--- config.mk ---
export PLATFORM = sky130hd
export DESIGN_NAME = cpu_mu0_param
export DESIGN_NICKNAME = d
export VERILOG_FILES = /design/src/rtl/cpu_mu0_param.sv
export SDC_FILE = /design/constraint.sdc
export NUM_CORES = 1
export LEC_CHECK = 0
export CORE_ASPECT_RATIO = 1.75
export CORE_UTILIZATION = 55
export DETAILED_ROUTE_END_ITERATION = 12
export PLACE_DENSITY_LB_ADDON = 0.05
export SLEW_MARGIN = 25
export SYNTH_ARGS = -nofsm -noshare
export SYNTH_HDL_FRONTEND = slang
export SYNTH_SLANG_ARGS = --single-unit
--- constraint.sdc ---
create_clock -name clk -period 3.52 [get_ports clk]
set_input_delay 0.352 -clock clk [delete_from_list [all_inputs] [get_ports clk]]
set_output_delay 0.352 -clock clk [all_outputs]
set_load 0.05 [all_outputs]
--- src/rtl/cpu_mu0_param.sv ---
// MU0-style accumulator CPU with a parameterised address/data width and a
// waitrequest-stalled memory bus (single outstanding read or write).
module cpu_mu0_param #(
    parameter int ADDR_W   = 12,
    parameter int DATA_W   = 16,
    parameter int RESET_PC = 0
) (
    input  logic              clk,
    input  logic              rst,
    output logic              running,
    output logic              error,
    output logic [ADDR_W-1:0] address,
    output logic              read,
    output logic              write,
    output logic [DATA_W-1:0] writedata,
    input  logic [DATA_W-1:0] readdata,
    input  logic              waitrequest,
    output logic              out_valid,
    output logic [DATA_W-1:0] out_data
);

    // The opcode field is exactly four bits wide.
    if (DATA_W != ADDR_W + 4) begin : g_width_check
        $error("cpu_mu0_param: DATA_W must equal ADDR_W+4");
    end

    typedef enum logic [1:0] {
        IDLE,
        FETCH,
        EXEC,
        HALTED
    } state_t;

    typedef enum logic [3:0] {
        OP_LDA = 4'd0,
        OP_STO = 4'd1,
        OP_ADD = 4'd2,
        OP_SUB = 4'd3,
        OP_JMP = 4'd4,
        OP_JGE = 4'd5,
        OP_JNE = 4'd6,
        OP_STP = 4'd7,
        OP_OUT = 4'd8,
        OP_LDI = 4'd9
    } opcode_t;

    localparam logic [ADDR_W-1:0] PC_INIT = ADDR_W'(RESET_PC);

    state_t            state_q, state_d;
    logic [ADDR_W-1:0] pc_q, pc_d;
    logic [DATA_W-1:0] acc_q, acc_d;
    logic [DATA_W-1:0] instr_q, instr_d;
    logic              error_q, error_d;
    logic [DATA_W-1:0] out_q, out_d;

    logic [3:0]        opcode;
    logic [ADDR_W-1:0] operand;
    logic [ADDR_W-1:0] pc_inc;

    assign opcode  = instr_q[DATA_W-1:ADDR_W];
    assign operand = instr_q[ADDR_W-1:0];
    assign pc_inc  = pc_q + ADDR_W'(1);

    always_ff @(posedge clk or negedge rst) begin
        if (!rst) begin
            state_q <= IDLE;
            pc_q    <= PC_INIT;
            acc_q   <= '0;
            instr_q <= '0;
            error_q <= 1'b0;
            out_q   <= '0;
        end else begin
            state_q <= state_d;
            pc_q    <= pc_d;
            acc_q   <= acc_d;
            instr_q <= instr_d;
            error_q <= error_d;
            out_q   <= out_d;
        end
    end

    always_comb begin
        state_d   = state_q;
        pc_d      = pc_q;
        acc_d     = acc_q;
        instr_d   = instr_q;
        error_d   = error_q;
        out_d     = out_q;
        address   = pc_q;
        read      = 1'b0;
        write     = 1'b0;
        out_valid = 1'b0;

        unique case (state_q)
            IDLE: state_d = FETCH;

            FETCH: begin
                read = 1'b1;
                if (!waitrequest) begin
                    instr_d = readdata;
                    state_d = EXEC;
                end
            end

            EXEC: begin
                case (opcode)
                    OP_LDA, OP_ADD, OP_SUB: begin
                        address = operand;
                        read    = 1'b1;
                        if (!waitrequest) begin
                            if (opcode == OP_LDA)      acc_d = readdata;
                            else if (opcode == OP_ADD) acc_d = acc_q + readdata;
                            else                       acc_d = acc_q - readdata;
                            pc_d    = pc_inc;
                            state_d = FETCH;
                        end
                    end
                    OP_STO: begin
                        address = operand;
                        write   = 1'b1;
                        if (!waitrequest) begin
                            pc_d    = pc_inc;
                            state_d = FETCH;
                        end
                    end
                    OP_JMP: begin
                        pc_d    = operand;
                        state_d = FETCH;
                    end
                    OP_JGE: begin
                        pc_d    = acc_q[DATA_W-1] ? pc_inc : operand;
                        state_d = FETCH;
                    end
                    OP_JNE: begin
                        pc_d    = (acc_q != '0) ? operand : pc_inc;
                        state_d = FETCH;
                    end
                    OP_STP: state_d = HALTED;
                    OP_OUT: begin
                        out_valid = 1'b1;
                        out_d     = acc_q;
                        pc_d      = pc_inc;
                        state_d   = FETCH;
                    end
                    OP_LDI: begin
                        acc_d   = DATA_W'(operand);
                        pc_d    = pc_inc;
                        state_d = FETCH;
                    end
                    default: begin
                        error_d = 1'b1;
                        state_d = HALTED;
                    end
                endcase
            end

            HALTED: state_d = HALTED;

            default: state_d = IDLE;
        endcase
    end

    assign running   = (state_q == FETCH) || (state_q == EXEC);
    assign error     = error_q;
    assign writedata = acc_q;
    // The OUT value is visible during its strobe and held afterwards.
    assign out_data  = out_valid ? acc_q : out_q;

endmodule
==> results.yml, run 1 <==
synthesis:
  syn-instance-count: 461
  yosys.area.top_type: "dfrtp_1"
  synth_area_mm2: 0.00439
  ys.flop_type: "dfrtp_1"
  yosys_warnings: 0
  synth.area.top_cells: "dfrtp_1, mux2_2, ha_1"
  synth_cell_types: 59
  post_synth.cell_area_avg_um2: 9.52
  ys_ff_latch: 63
  synth_edf_count: 0
  synth_top_area_frac: 0.359
  syn_nets: 504
  ys_top_cells_by_count: "dfrtp_1, a21oi_1, mux2_2, nand2_1, nor2_1"
  synthArstFlopShare: 1.00
  synthMostInstantiatedCell: "dfrtp_1"
  ys_seq_area_frac: 0.359
clock_tree:
  cts_tree: "done"
  cts_made_buffers: 9
  clock-sinks: 63
  clk_pin_slew_ns: 0.05
  clock_path_buffers: 2
  h-tree-depth: 3
  post_cts_resized: 0
  clk_root_buffer_cell: "clkbuf_16"
  postCtsHoldBufs: 0
  post_cts_buffers: 0
  clkLatencyLatePin_ns: 0.33
drt:
  totalWireLength_mm: 11.1
  initialDrtViolationCount: 203
  wl_per_cell_um: 17.8
  drtAntennaViolNets: 0
  num_vias: 3784
  vias_per_cell: 6.07
  dr.pass1.iters: 5
  remaining_drc_errors: 0
sta:
  report.final.slew_viol_count: 0
  holdWs_ns: 0.0801
  setup_tns_ns: 0
  rsz0062_at_grt: "no"
  tightest_slew_ns: 0.728
  finClkSkew_ns: 0.0103
  hold_viol_final: 0
  setup_slack_ns: 0.159
  max_slew_margin: 0.515
  setup_violations: 0
  period_share: 0.955
  finalCriticalPeriod_ns: 3.36
  max_freq_mhz: 298
global_routing:
  grt_pass1_wl_mm: 18.5
  use_met2: 0.507
  gr-usage-met3: 0.0428
  grt-busiest-layer: "met2"
  grt_pass1_vias: 3802
  grtUsageTotal: 0.285
  grt_max_degree: 33
  antenna_found_initial: 0
  gr-usage-met1: 0.326
  grt-ovfl-total: 0
power:
  clock_power_share: 0.134
  internal_power_w: 0.00294
  p_comb_frac: 0.620
  netSwitchingPower_w: 0.00286
  swShare: 0.493
  irDropWorstVdd_uv: 636
  powerDensity_mw_per_mm2: 1080
  seqPwrFrac: 0.245
  p_leak_nw: 2.25
placed_design:
  detailedPlace.worstSlack_ns: 0.0461
  place_hpwl_mm: 8.50
  finalWeightedCongestion: 1.03
  io_buffers: 67
critical_path:
  arrival_ns: 3.01
  worstPathMaxFanout: 17
  crit_path_end_kind: "output pin"
  crit_family: "buffers and inverters"
  max_stage_delay_ns: 0.80
  required_ns: 3.17
  critPathLaunchType: "flop"
  slowest_stage: "clkdlybuf4s50_1"
  criticalPathCategory: "flop to output pin"
  startpoint: "state_q[0]"
  r2r_start: "instr_q[15]"
  worstPathCellList: "inv_1 -> ha_1 -> clkinv_1 -> nor2_4 -> nand3_4 -> mux2_2 -> clkdlybuf4s50_1"
  crit_buf_inv: 3
die:
  io_pins: 68
  rows: 42
  dieArea_mm2: 0.00835
  start_util: 0.576
  die_h_um: 120
  core-area_mm2: 0.00762
  dieWidth_um: 69.5
final_layout:
  drive_gt1_frac: 0.157
  antenna_cells: 0
  area_growth_syn_to_layout_pct: 22.6
  layout.nets: 574
worst_hold_path:
  hold_class: "primary input to async pin"
flow_run:
  drv_cap: 0
run_status:
  status: "complete, no violations"
## cell type report
type                            count  area (µm²)
Clock buffer                       14         254
Clock inverter                      1        5.00
Fill cell                         637        2240
Inverter                           14        52.6
Multi-Input combinational cell    365        2630
Sequential cell                    63        1580
Tap cell                           88         110
Timing Repair Buffer               78         748
## power groups by stage
| stage | Combinational [W] | Clock, W | Sequential (W) |
|---|---|---|---|
| 6_report | 0.00360 | 0.000779 | 0.00142 |
| 5_1_grt | 0.00388 | 0.000819 | 0.00149 |
| 4_1_cts | 0.00359 | 0.000791 | 0.00142 |
| 3_5_place_dp | 0.00356 | 0 | 0.00143 |
| 3_3_place_gp | 0.00351 | 0 | 0.00141 |
| 2_1_floorplan | 0.00245 | 0 | 0.00159 |
## cell families (layout without fill, tap and decap cells)
logic type               after synthesis  after routing  share of synthesized area
buffers and inverters                 33            107                     0.0414
AND/OR/NAND/NOR                      135            135                      0.167
adder cells (fa/ha/maj)               24             24                     0.0702
flip-flops                            63             63                      0.359
XOR/XNOR                              28             28                     0.0559
AO/OA/AOI/OAI                        131            131                      0.186
multiplexers                          47             47                      0.120
## per-stage QoR
stage	cell area, µm²	instances	total power (W)	utilization
2_1_floorplan	4390	461	0.00404	-
3_3_place_gp	5120	608	0.00492	0.672
3_5_place_dp	5120	608	0.00499	0.672
4_1_cts	5380	623	0.00580	0.706
5_1_grt	5380	623	0.00619	0.706
6_report	5380	623	0.00580	0.706
## worst paths after layout
kind | to | cells after the start | slack (ns)
max | out_data[0] | 7 | 0.16
min | out_q[3] | 1 | 0.08
max reg2reg | writedata[15] | 10 | 0.42
min reg2reg | error | 1 | 0.47
max in group asynchronous | pc_q[10] | 2 | 2.53
min in group clk | error | 1 | 0.47
## layer usage
metal / vias to the layer above / share of wire / wire, µm
li1: 1826 / - / -
met1: 1815 / 0.40 / 4480
met2: 103 / 0.52 / 5830
met3: 40 / 0.034 / 373
met4: 0 / 0.039 / 430
met5: - / 0 / 0
## cells in the final DEF, fill, tap and decap left out, types with 9 or more instances in the layout
cell,Yosys,final
clkbuf_16,0,9
nand3_1,20,20
a21oi_1,47,47
buf_4,4,11
ha_1,23,23
nor2_1,30,30
inv_1,13,13
xnor2_1,18,18
dfrtp_1,63,63
xor2_1,10,10
nand2_1,38,38
nor3_1,10,10
mux2_2,43,43
o21ai_0,28,28
clkdlybuf4s50_1,0,66
and3_1,9,9
## flip-flops by register name, indices dropped and copies added, names as in the netlist
| register | count |
|---|---|
| instr_q | 16 |
| writedata | 16 |
| pc_q | 12 |
| out_q | 16 |
| error | 1 |
| state_q | 2 |
Note: power is estimated with default switching activity, not from simulation.
==> run 2: changes to the inputs <==
--- a/config.mk
+++ b/config.mk
@@ -5,11 +5,12 @@
 export SDC_FILE = /design/constraint.sdc
 export NUM_CORES = 1
 export LEC_CHECK = 0
+export CAP_MARGIN = 30
 export CORE_ASPECT_RATIO = 1.75
 export CORE_UTILIZATION = 55
 export DETAILED_ROUTE_END_ITERATION = 12
 export PLACE_DENSITY_LB_ADDON = 0.05
-export SLEW_MARGIN = 25
+export SKIP_LAST_GASP = 1
 export SYNTH_ARGS = -nofsm -noshare
 export SYNTH_HDL_FRONTEND = slang
 export SYNTH_SLANG_ARGS = --single-unit
==> results of run 2 <==
No change in the layout: final DEF, timing and power equal those of run 1.
==> run 3: changes to the inputs <==
--- a/config.mk
+++ b/config.mk
@@ -7,7 +7,7 @@
 export LEC_CHECK = 0
 export CAP_MARGIN = 30
 export CORE_ASPECT_RATIO = 1.75
-export CORE_UTILIZATION = 55
+export CORE_UTILIZATION = 50
 export DETAILED_ROUTE_END_ITERATION = 12
 export PLACE_DENSITY_LB_ADDON = 0.05
 export SKIP_LAST_GASP = 1
==> constraint.sdc (replaced) <==
create_clock -name clk -period 3.05 [get_ports clk]
set_input_delay 0.305 -clock clk [delete_from_list [all_inputs] [get_ports clk]]
set_output_delay 0.305 -clock clk [all_outputs]
set_load 0.05 [all_outputs]
==> run 3 against run 2 <==
Against the previous run:
- clock power rose by 36%
- die area rose by 9.8%
- largest cell class unchanged
- non-clock buffer count is 32 higher
- combinational power is 24% higher
- critical path type is now primary input to flop
==> results.yml, run 3 (same netlist as run 1, synthesis figures left out) <==
power:
  powerDensity_mw_per_mm2: 1250
  p_leak_nw: 2.49
  irDropWorstVdd_uv: 640
  power_w: 0.00713
critical_path:
  crit_path_end_kind: "flop"
  required_ns: 3.25
  worstPathMaxFanout: 3
  criticalPathCategory: "primary input to flop"
  rrSetupSlack_ns: 0.27
  arrival_ns: 3.02
  critPathLaunchType: "primary input"
sta:
  holdWs_ns: 0.472
  rsz0062_at_grt: "yes"
  period_share: 0.922
  max_slew_margin: 0.515
  max_freq_mhz: 356
  setup_violations: 0
  finClkSkew_ns: 0.00476
  report.final.slew_viol_count: 0
  finalCriticalPeriod_ns: 2.81
  tightest_slew_ns: 0.724
  hold_viol_final: 0
  setup_slack_ns: 0.238
global_routing:
  grt-ovfl-total: 0
  grt_max_degree: 32
  grt_pass1_vias: 3856
  grt_pass1_wl_mm: 18.7
  grtUsageTotal: 0.267
  antenna_found_initial: 0
clock_tree:
  cts_tree: "done"
  clk_pin_slew_ns: 0.05
  clock-sinks: 63
  clock_path_buffers: 2
  cts_made_buffers: 9
  clkLatencyLatePin_ns: 0.33
  h-tree-depth: 3
  clk_root_buffer_cell: "clkbuf_16"
drt:
  dr_wl_met3_um: 398
  totalWireLength_mm: 11.5
  top_layer: "met4"
  wl_per_cell_um: 16.8
  initialDrtViolationCount: 188
  m1WireLength_mm: 4.68
  remaining_drc_errors: 0
  dr.pass1.iters: 4
  vias_per_cell: 5.72
  drtAntennaViolNets: 0
  num_vias: 3906
  wl_met2_mm: 6.14
die:
  rows: 44
  die_h_um: 126
  dieWidth_um: 72.8
  start_util: 0.521
  core-area_mm2: 0.00842
  io_pins: 68
  dieArea_mm2: 0.00917
final_layout:
  layout_common_cells: "buf_4, dfrtp_1, a21oi_1"
  multiInputGateArea_mm2: 0.00266
  layout.nets: 606
  drive_gt1_frac: 0.269
  antenna_cells: 0
  area_growth_syn_to_layout_pct: 30.3
  layout_commonest_cell: "buf_4"
  n_fill_cell: 694
  seq_area_mm2: 0.00158
run_status:
  status: "complete, no violations"
flow_run:
  drv_cap: 0
placed_design:
  finalWeightedCongestion: 0.904
  place_hpwl_mm: 8.84
  detailedPlace.worstSlack_ns: -0.127
  io_buffers: 67
worst_hold_path:
  hold_class: "primary input to async pin"
==> run 3: worst max-delay path, cell delays in order <==
cell	delay [ns]
clkdlybuf4s50_1	0.46
inv_1	0.10
ha_1	0.19
nand3b_1	0.16
nor3b_2	0.22
buf_4	0.15
nor2_1	0.04
xor2_1	0.15
ha_1	0.31
nand2_1	0.10
a211oi_4	0.28
a21oi_1	0.10
o21ai_0	0.21
xnor2_1	0.14
o22ai_1	0.09
==> run 3: repair_timing <==
action                                 CTS  global route
setup buffers                            0             2
hold buffers                             1             0
endpoints found under the hold margin   21             0
resized for setup                        0             9
setup endpoints to repair                0             4
==> run 3: where the power goes <==
part           internal (W)  switching (W)  total [W]
sequential          0.00118       0.000439    0.00162
clock              0.000696       0.000364    0.00106
combinational       0.00182        0.00263    0.00445
==> run 3: worst paths after layout <==
check,from,endpoint,cells past startpoint
setup / recovery,readdata[1],writedata[13],15
hold / removal,rst,out_q[4],2
setup reg to reg,instr_q[14],writedata[13],12
hold reg to reg,error,error,1
max in group asynchronous,rst,writedata[10],4
min in group clk,error,error,1
==> run 3: area by class of cell <==
type / instances / share of cell area
inverter: 14 / 0.00919
timing repair buffer: 110 / 0.169
tap: 115 / 0.0252
multi-input combinational: 365 / 0.466
clock buffer: 13 / 0.0473
clock inverter: 3 / 0.00701
sequential: 63 / 0.276
==> run 3: per-stage QoR <==
stage | setup TNS (ns) | utilization | instances | instance area (µm²)
2_1_floorplan | 0 | - | 461 | 4390
3_3_place_gp | -0.139 | 0.633 | 663 | 5330
3_5_place_dp | -0.437 | 0.635 | 664 | 5350
4_1_cts | 0 | 0.673 | 681 | 5670
5_1_grt | 0 | 0.679 | 683 | 5720
6_report | 0 | 0.679 | 683 | 5720
==> run 3: routing by layer <==
metal  GRT usage  vias up
met1       0.303     1885
met2       0.480      107
met3      0.0488       22
li1            -     1892
met5           0        -
met4       0.110        0
